`src/rtl/mbist_pkg.sv`:
```
// ============================================================================
// mbist_pkg: shared FSM encoding and March C- element table for the BIST path.
// Revision: 1.0
// ============================================================================
`default_nettype none

package mbist_pkg;

  typedef enum logic [1:0] {
    ST_IDLE  = 2'd0,
    ST_RUN   = 2'd1,
    ST_DRAIN = 2'd2,
    ST_DONE  = 2'd3
  } state_e;

  localparam logic [2:0] E0 = 3'd0;
  localparam logic [2:0] E1 = 3'd1;
  localparam logic [2:0] E2 = 3'd2;
  localparam logic [2:0] E3 = 3'd3;
  localparam logic [2:0] E4 = 3'd4;
  localparam logic [2:0] E5 = 3'd5;

  localparam logic [2:0] ELEM_LAST = E5;

  // Descending address order applies only to E3 and E4.
  function automatic logic elem_down(input logic [2:0] e);
    return (e == E3) || (e == E4);
  endfunction

  function automatic logic elem_two_ops(input logic [2:0] e);
    return (e == E1) || (e == E2) || (e == E3) || (e == E4);
  endfunction

  function automatic logic elem_rpol(input logic [2:0] e);
    return (e == E2) || (e == E4);
  endfunction

  function automatic logic elem_wpol(input logic [2:0] e);
    return (e == E1) || (e == E3);
  endfunction

  // Single-op elements: E0 writes, E5 reads.
  function automatic logic elem_first_wr(input logic [2:0] e);
    return (e == E0);
  endfunction

endpackage

`default_nettype wire

```
`src/rtl/marchc_seq.sv`:
```
// ============================================================================
// marchc_seq: element/op/address counters that walk the March C- sequence.
// Revision: 1.0
// ============================================================================
`default_nettype none

import mbist_pkg::*;

module marchc_seq #(
  parameter int ADDR_W = 4
) (
  input  logic              clk,
  input  logic              rst_n,
  input  logic              load_i,
  input  logic              step_i,
  output logic              rd_o,
  output logic              wr_o,
  output logic [ADDR_W-1:0] addr_o,
  output logic              rpol_o,
  output logic              wpol_o,
  output logic [2:0]        elem_o,
  output logic              last_o
);

  localparam logic [ADDR_W-1:0] ADDR_MAX = '1;

  logic [2:0]        elem_q, elem_d;
  logic              op_q, op_d;
  logic [ADDR_W-1:0] addr_q, addr_d;
  logic              addr_end;
  logic              two_ops;
  logic              down;

  assign two_ops  = elem_two_ops(elem_q);
  assign down     = elem_down(elem_q);
  assign addr_end = down ? (addr_q == '0) : (addr_q == ADDR_MAX);

  always_comb begin
    elem_d = elem_q;
    op_d   = op_q;
    addr_d = addr_q;
    if (load_i) begin
      elem_d = E0;
      op_d   = 1'b0;
      addr_d = '0;
    end else if (step_i) begin
      if (two_ops && !op_q) begin
        op_d = 1'b1;
      end else begin
        op_d = 1'b0;
        if (addr_end) begin
          // Reload the start address for the next element's direction.
          elem_d = elem_q + 3'd1;
          addr_d = elem_down(elem_q + 3'd1) ? ADDR_MAX : '0;
        end else begin
          addr_d = down ? (addr_q - ADDR_W'(1)) : (addr_q + ADDR_W'(1));
        end
      end
    end
  end

  always_ff @(posedge clk or negedge rst_n) begin
    if (!rst_n) begin
      elem_q <= E0;
      op_q   <= 1'b0;
      addr_q <= '0;
    end else begin
      elem_q <= elem_d;
      op_q   <= op_d;
      addr_q <= addr_d;
    end
  end

  assign rd_o   = two_ops ? !op_q : !elem_first_wr(elem_q);
  assign wr_o   = two_ops ?  op_q :  elem_first_wr(elem_q);
  assign addr_o = addr_q;
  assign rpol_o = elem_rpol(elem_q);
  assign wpol_o = elem_wpol(elem_q);
  assign elem_o = elem_q;
  assign last_o = (elem_q == ELEM_LAST) && addr_end;

endmodule

`default_nettype wire

```
`src/rtl/marchc_engine.sv`:
```
// ============================================================================
// marchc_engine: March C- BIST engine; FSM, read-compare pipeline, fail log.
// Optional first-failure log enabled by MARCHC_FAIL_LOG_EN.  Revision: 1.0
// ============================================================================
`default_nettype none

import mbist_pkg::*;

module marchc_engine #(
  parameter int ADDR_W = 4,
  parameter int DATA_W = 8
) (
  input  logic              clk,
  input  logic              rst_n,
  input  logic              marchc_en,
  output logic [ADDR_W-1:0] mem_addr,
  output logic [DATA_W-1:0] mem_wdata,
  output logic              mem_we,
  output logic              mem_re,
  input  logic [DATA_W-1:0] mem_rdata,
  output logic              marchc_complete,
  output logic              fail,
  output logic [ADDR_W-1:0] fail_addr,
  output logic [2:0]        fail_elem,
  output logic [DATA_W-1:0] fail_data
);

  state_e            state_q, state_d;
  logic              start;
  logic              seq_rd, seq_wr, seq_rpol, seq_wpol, seq_last;
  logic [ADDR_W-1:0] seq_addr;
  logic [2:0]        seq_elem;
  logic              pend_q;
  logic [DATA_W-1:0] exp_q;
  logic              fail_q;
  logic              mismatch;

  assign start = (state_q == ST_IDLE) && marchc_en;

  marchc_seq #(.ADDR_W(ADDR_W)) u_seq (
    .clk    (clk),
    .rst_n  (rst_n),
    .load_i (start),
    .step_i (state_q == ST_RUN),
    .rd_o   (seq_rd),
    .wr_o   (seq_wr),
    .addr_o (seq_addr),
    .rpol_o (seq_rpol),
    .wpol_o (seq_wpol),
    .elem_o (seq_elem),
    .last_o (seq_last)
  );

  always_ff @(posedge clk or negedge rst_n) begin
    if (!rst_n) state_q <= ST_IDLE;
    else        state_q <= state_d;
  end

  always_comb begin
    state_d = state_q;
    case (state_q)
      ST_IDLE:  if (marchc_en) state_d = ST_RUN;
      ST_RUN:   if (!marchc_en) state_d = ST_IDLE;
                else if (seq_last) state_d = ST_DRAIN;
      ST_DRAIN: state_d = marchc_en ? ST_DONE : ST_IDLE;
      ST_DONE:  if (!marchc_en) state_d = ST_IDLE;
      default:  state_d = ST_IDLE;
    endcase
  end

  always_comb begin
    mem_we          = 1'b0;
    mem_re          = 1'b0;
    mem_addr        = '0;
    mem_wdata       = '0;
    marchc_complete = 1'b0;
    case (state_q)
      ST_RUN: begin
        mem_we   = seq_wr;
        mem_re   = seq_rd;
        mem_addr = seq_addr;
        if (seq_wr) mem_wdata = {DATA_W{seq_wpol}};
      end
      ST_DONE: marchc_complete = 1'b1;
      default: ;
    endcase
  end

  // A compare whose cycle sees marchc_en low belongs to an aborted run and is dropped.
  assign mismatch = pend_q && marchc_en && (mem_rdata != exp_q);

  always_ff @(posedge clk or negedge rst_n) begin
    if (!rst_n) begin
      pend_q <= 1'b0;
      exp_q  <= '0;
      fail_q <= 1'b0;
    end else begin
      pend_q <= mem_re && marchc_en;
      if (mem_re) exp_q <= {DATA_W{seq_rpol}};
      if (start)         fail_q <= 1'b0;
      else if (mismatch) fail_q <= 1'b1;
    end
  end

  assign fail = fail_q;

`ifdef MARCHC_FAIL_LOG_EN
  logic [ADDR_W-1:0] paddr_q, fail_addr_q;
  logic [2:0]        pelem_q, fail_elem_q;
  logic [DATA_W-1:0] fail_data_q;

  always_ff @(posedge clk or negedge rst_n) begin
    if (!rst_n) begin
      paddr_q     <= '0;
      pelem_q     <= '0;
      fail_addr_q <= '0;
      fail_elem_q <= '0;
      fail_data_q <= '0;
    end else begin
      if (mem_re) begin
        paddr_q <= mem_addr;
        pelem_q <= seq_elem;
      end
      if (start) begin
        fail_addr_q <= '0;
        fail_elem_q <= '0;
        fail_data_q <= '0;
      end else if (mismatch && !fail_q) begin
        fail_addr_q <= paddr_q;
        fail_elem_q <= pelem_q;
        fail_data_q <= mem_rdata;
      end
    end
  end

  assign fail_addr = fail_addr_q;
  assign fail_elem = fail_elem_q;
  assign fail_data = fail_data_q;
`else
  logic unused_elem;
  assign unused_elem = ^seq_elem;

  assign fail_addr = '0;
  assign fail_elem = '0;
  assign fail_data = '0;
`endif

endmodule

`default_nettype wire

```
`config.mk`:
```
export PLATFORM = sky130hd
export DESIGN_NAME = marchc_engine
export DESIGN_NICKNAME = d
export VERILOG_FILES = /design/src/rtl/mbist_pkg.sv /design/src/rtl/marchc_seq.sv /design/src/rtl/marchc_engine.sv
export SDC_FILE = /design/constraint.sdc
export NUM_CORES = 1
export LEC_CHECK = 0
export CAP_MARGIN = 5
export CELL_PAD_IN_SITES_DETAIL_PLACEMENT = 1
export CELL_PAD_IN_SITES_GLOBAL_PLACEMENT = 2
export CORE_MARGIN = 2
export CORE_UTILIZATION = 27
export DETAILED_ROUTE_END_ITERATION = 16
export PLACE_DENSITY = 0.83
export SLEW_MARGIN = 20
export SYNTH_ARGS = -nofsm -noshare
export SYNTH_HDL_FRONTEND = slang
export SYNTH_SLANG_ARGS = --single-unit
```
`constraint.sdc`:
```
create_clock -name clk -period 3.9 [get_ports clk]
set_clock_uncertainty 0.2 [all_clocks]
set_input_delay 0.78 -clock clk [delete_from_list [all_inputs] [get_ports clk]]
set_output_delay 0.78 -clock clk [all_outputs]
set_load 0.05 [all_outputs]
```
==> metrics.md <==
| Metric | Value |
|---|---|
| Post-synth top flop | dfrtp_1 |
| Starting density of the core | 0.2766 |
| Root Driver | clkbuf_8 |
| Final std cells w/o fill | 192 |
| Most frequent CP cell | ha_1 |
| Final #Nets | 162 |
| Drt total wl | 2617 µm |
| Final antenna-violating net count | 0 |
| TritonRoute pass-1 iters | 2 |
| Yosys synthesis warning count | 0 |
| Largest net degree at the start of global routing | 14 |
| CP Launch Type | register |
| RSZ-0062 raised after global routing | false |
| Core region area | 0.003971 mm² |
| Total number of vias | 906 |
| Post-synthesis cell area | 0.001099 mm² |
| Most Used Layer, Global Route | met2 |
| Status | completed |
| CP Cell Sequence | ha_1, ha_1, o21ai_0, and3_1, clkdlybuf4s50_1 |
| Final setup TNS | 0 ps |
| Lkg Pwr | 0.7719 nW |
| Resized Gates After CTS | 0 |
| Post-DP HPWL | 2100 µm |
| Reg area | 325.3 µm² |
| Placed insts | 188 |
| GR Util met1 | 0.1321 |
| GR Layer Usage met3 | 0.02000 |
| Post-layout minimum cycle time | 3632 ps |
| Synthesized area per cell | 9.155 µm² |
| Final Setup Violations | 0 |
| Num CTS Buffers | 3 |
| Measured slew at the worst slew-check pin | 641.4 ps |
| Max clock buf depth | 2 |
| Vias in the first global route | 918 |
| Worst-path fanout max | 6 |
| Clk sinks | 13 |
| Pwr/cell area | 393.1 mW/mm² |
| Number of port buffers | 26 |
| Most common cell after layout, fill and taps aside | clkdlybuf4s50_1 |
| Asr flop ratio synth | 1.000 |
| Seq/Total Area, Yosys | 0.2961 |
| CP Data Required Time | 2920 ps |
| Core Rows | 23 |
| Worst stage delay on the critical path | 820 ps |
| Syn Inst Count | 120 |
| Peak Freq | 275.3 MHz |
| Worst min-delay path class | register to register |
| Fin crit share | 0.9313 |
| Final hold slack | 320.9 ps |
| Met2 usage | 0.2218 |
| Peak supply drop | 0.1674 mV |
| Worst path arrival time | 2650 ps |
| TritonCTS clock tree | built |
| H-tree depth | 1 |
| Fill count | 467 |
| Clock transition at path regs | 60 ps |
| Initial antenna violation count | 0 |
| Critical path's slowest cell | clkdlybuf4s50_1 |
| GPL Wtd Cong | 0.7836 |
| Netlist cell types | 37 |
| Drt drc | 0 |
| Io pins | 42 |
| Most frequent cells in the layout | clkdlybuf4s50_1 (18), conb_1 (15), dfrtp_1 (13) |
| Synthesized flop and latch total | 13 |
| Pins over their slew limit | 0 |
| Die area | 0.004595 mm² |
| Post-CTS setup buffer count | 0 |
| Share of layout cells above drive strength 1 | 0.09155 |
| GRT Overall Usage | 0.1226 |
| Worst setup EP type | output pin |
| Footprint of the multi-input gates | 630.6 µm² |
| Final hold viol count | 0 |
| Clk_lat worst skew | 250 ps |
| # diodes | 0 |
| Average wire per standard cell | 13.63 µm |
| Syn-to-layout area delta | 25.06% |
| Slew margin rel. | 0.5710 |
| First-pass GRT wire length | 4112 µm |
| Max-cap violations | 0 |
| Hold_buf cts | 0 |
| Die width | 67.79 µm |
| DIE HEIGHT | 67.79 µm |
| Worst path bufs/invs | 1 |
| Worst Path Class, Setup | register to output pin |
| Pwr Total | 0.5401 mW |
| Number of enable flip-flop cells after synthesis | 0 |
| Vias per inst | 4.719 |
| Cell family with most CP delay | buffers and inverters |
| GRT overflow | 0 |
| Initial drt markers | 16 |
synthesized netlist by cell type (2+ instances only):
master    n  share of area
mux2i_1   3          0.027
o21ai_0   3          0.014
o21a_1    2          0.014
nor2b_1   2          0.011
a22o_2    3          0.027
inv_1     6          0.020
nand2_1   8          0.027
and3_1    3          0.017
nor2_1   10          0.034
nor4_1    3          0.017
dfrtp_1  13           0.30
ha_1      7          0.080
a31oi_1   3          0.017
buf_4    22           0.15
a21oi_1   5          0.023
nor3_1    2         0.0091
and2_1    5          0.028
power by group:
part / internal, mW / total, mW / leakage (nW) / switching, mW
Sequential: 0.160 / 0.193 / 0.171 / 0.0321
Combinational: 0.0838 / 0.224 / 0.578 / 0.140
Clock: 0.0724 / 0.124 / 0.0228 / 0.0515
metal layers:
layer | share of wire | vias to the layer above
met4 | 0.013 | 0
met1 | 0.41 | 448
met2 | 0.52 | 32
met5 | 0 | -
li1 | - | 423
met3 | 0.065 | 3
layout make-up:
cell class,count,area share
well taps,50,0.04554
repair buffers,27,0.2095
inverters,6,0.01639
clock buffers,4,0.03279
multi-input cells,92,0.4590
flip-flops and latches,13,0.2368
per-stage QoR:
stage / util / worst slack [ps] / area (µm²)
detailed placement: 0.3296 / 284.6 / 1309
finish: 0.3459 / 268.0 / 1374
CTS: 0.3409 / 14.87 / 1354
global route: 0.3459 / 51.46 / 1374
global placement: 0.3296 / 415.0 / 1309
floorplan: - / 231.2 / 1155
kinds of logic (layout without fill, tap and decap cells):
logic type               Yosys count  in the layout  synth area share
AND/OR/NAND/NOR                   40             40            0.1891
AO/OA/AOI/OAI                     20             20            0.1355
flip-flops                        13             13            0.2961
multiplexers                       7              7           0.08086
XOR/XNOR                           2              2           0.01595
buffers and inverters             29             37            0.1811
other                              1             15          0.003414
adder cells (fa/ha/maj)            8              8           0.09795
flip-flops by register name, summed over array words and instances (netlist names):
signal,count
u_seq.elem_o,3
exp_q,1
pend_q,1
u_seq.op_q,1
u_seq.addr_o,4
fail,1
state_q,2
worst register-to-register path, stage by stage (launching register included):
cell and delay, ps:
dfrtp_1 430, inv_1 100, ha_1 280, mux2i_4 270, inv_1 110, ha_1 280, a21o_1 180, a21oi_1 170
xnor2_1 150, o21ai_0 100, a221o_1 340
path summary, 6_finish.rpt:
kind                                              from  cells after the start  slack, ps                          end
setup / recovery           u_seq.elem_o[0]$_DFFE_PN0P_                      5        270                       mem_re
hold / removal                        fail$_DFFE_PN0P_                      2        320             fail$_DFFE_PN0P_
setup reg to reg           u_seq.elem_o[0]$_DFFE_PN0P_                     10       1170  u_seq.addr_o[3]$_DFFE_PN0P_
hold reg to reg                       fail$_DFFE_PN0P_                      2        320             fail$_DFFE_PN0P_
max in group asynchronous                        rst_n                      1       2360  u_seq.elem_o[0]$_DFFE_PN0P_
min in group asynchronous                        rst_n                      1        730  u_seq.elem_o[2]$_DFFE_PN0P_
Power figures use the tool's default switching activity.
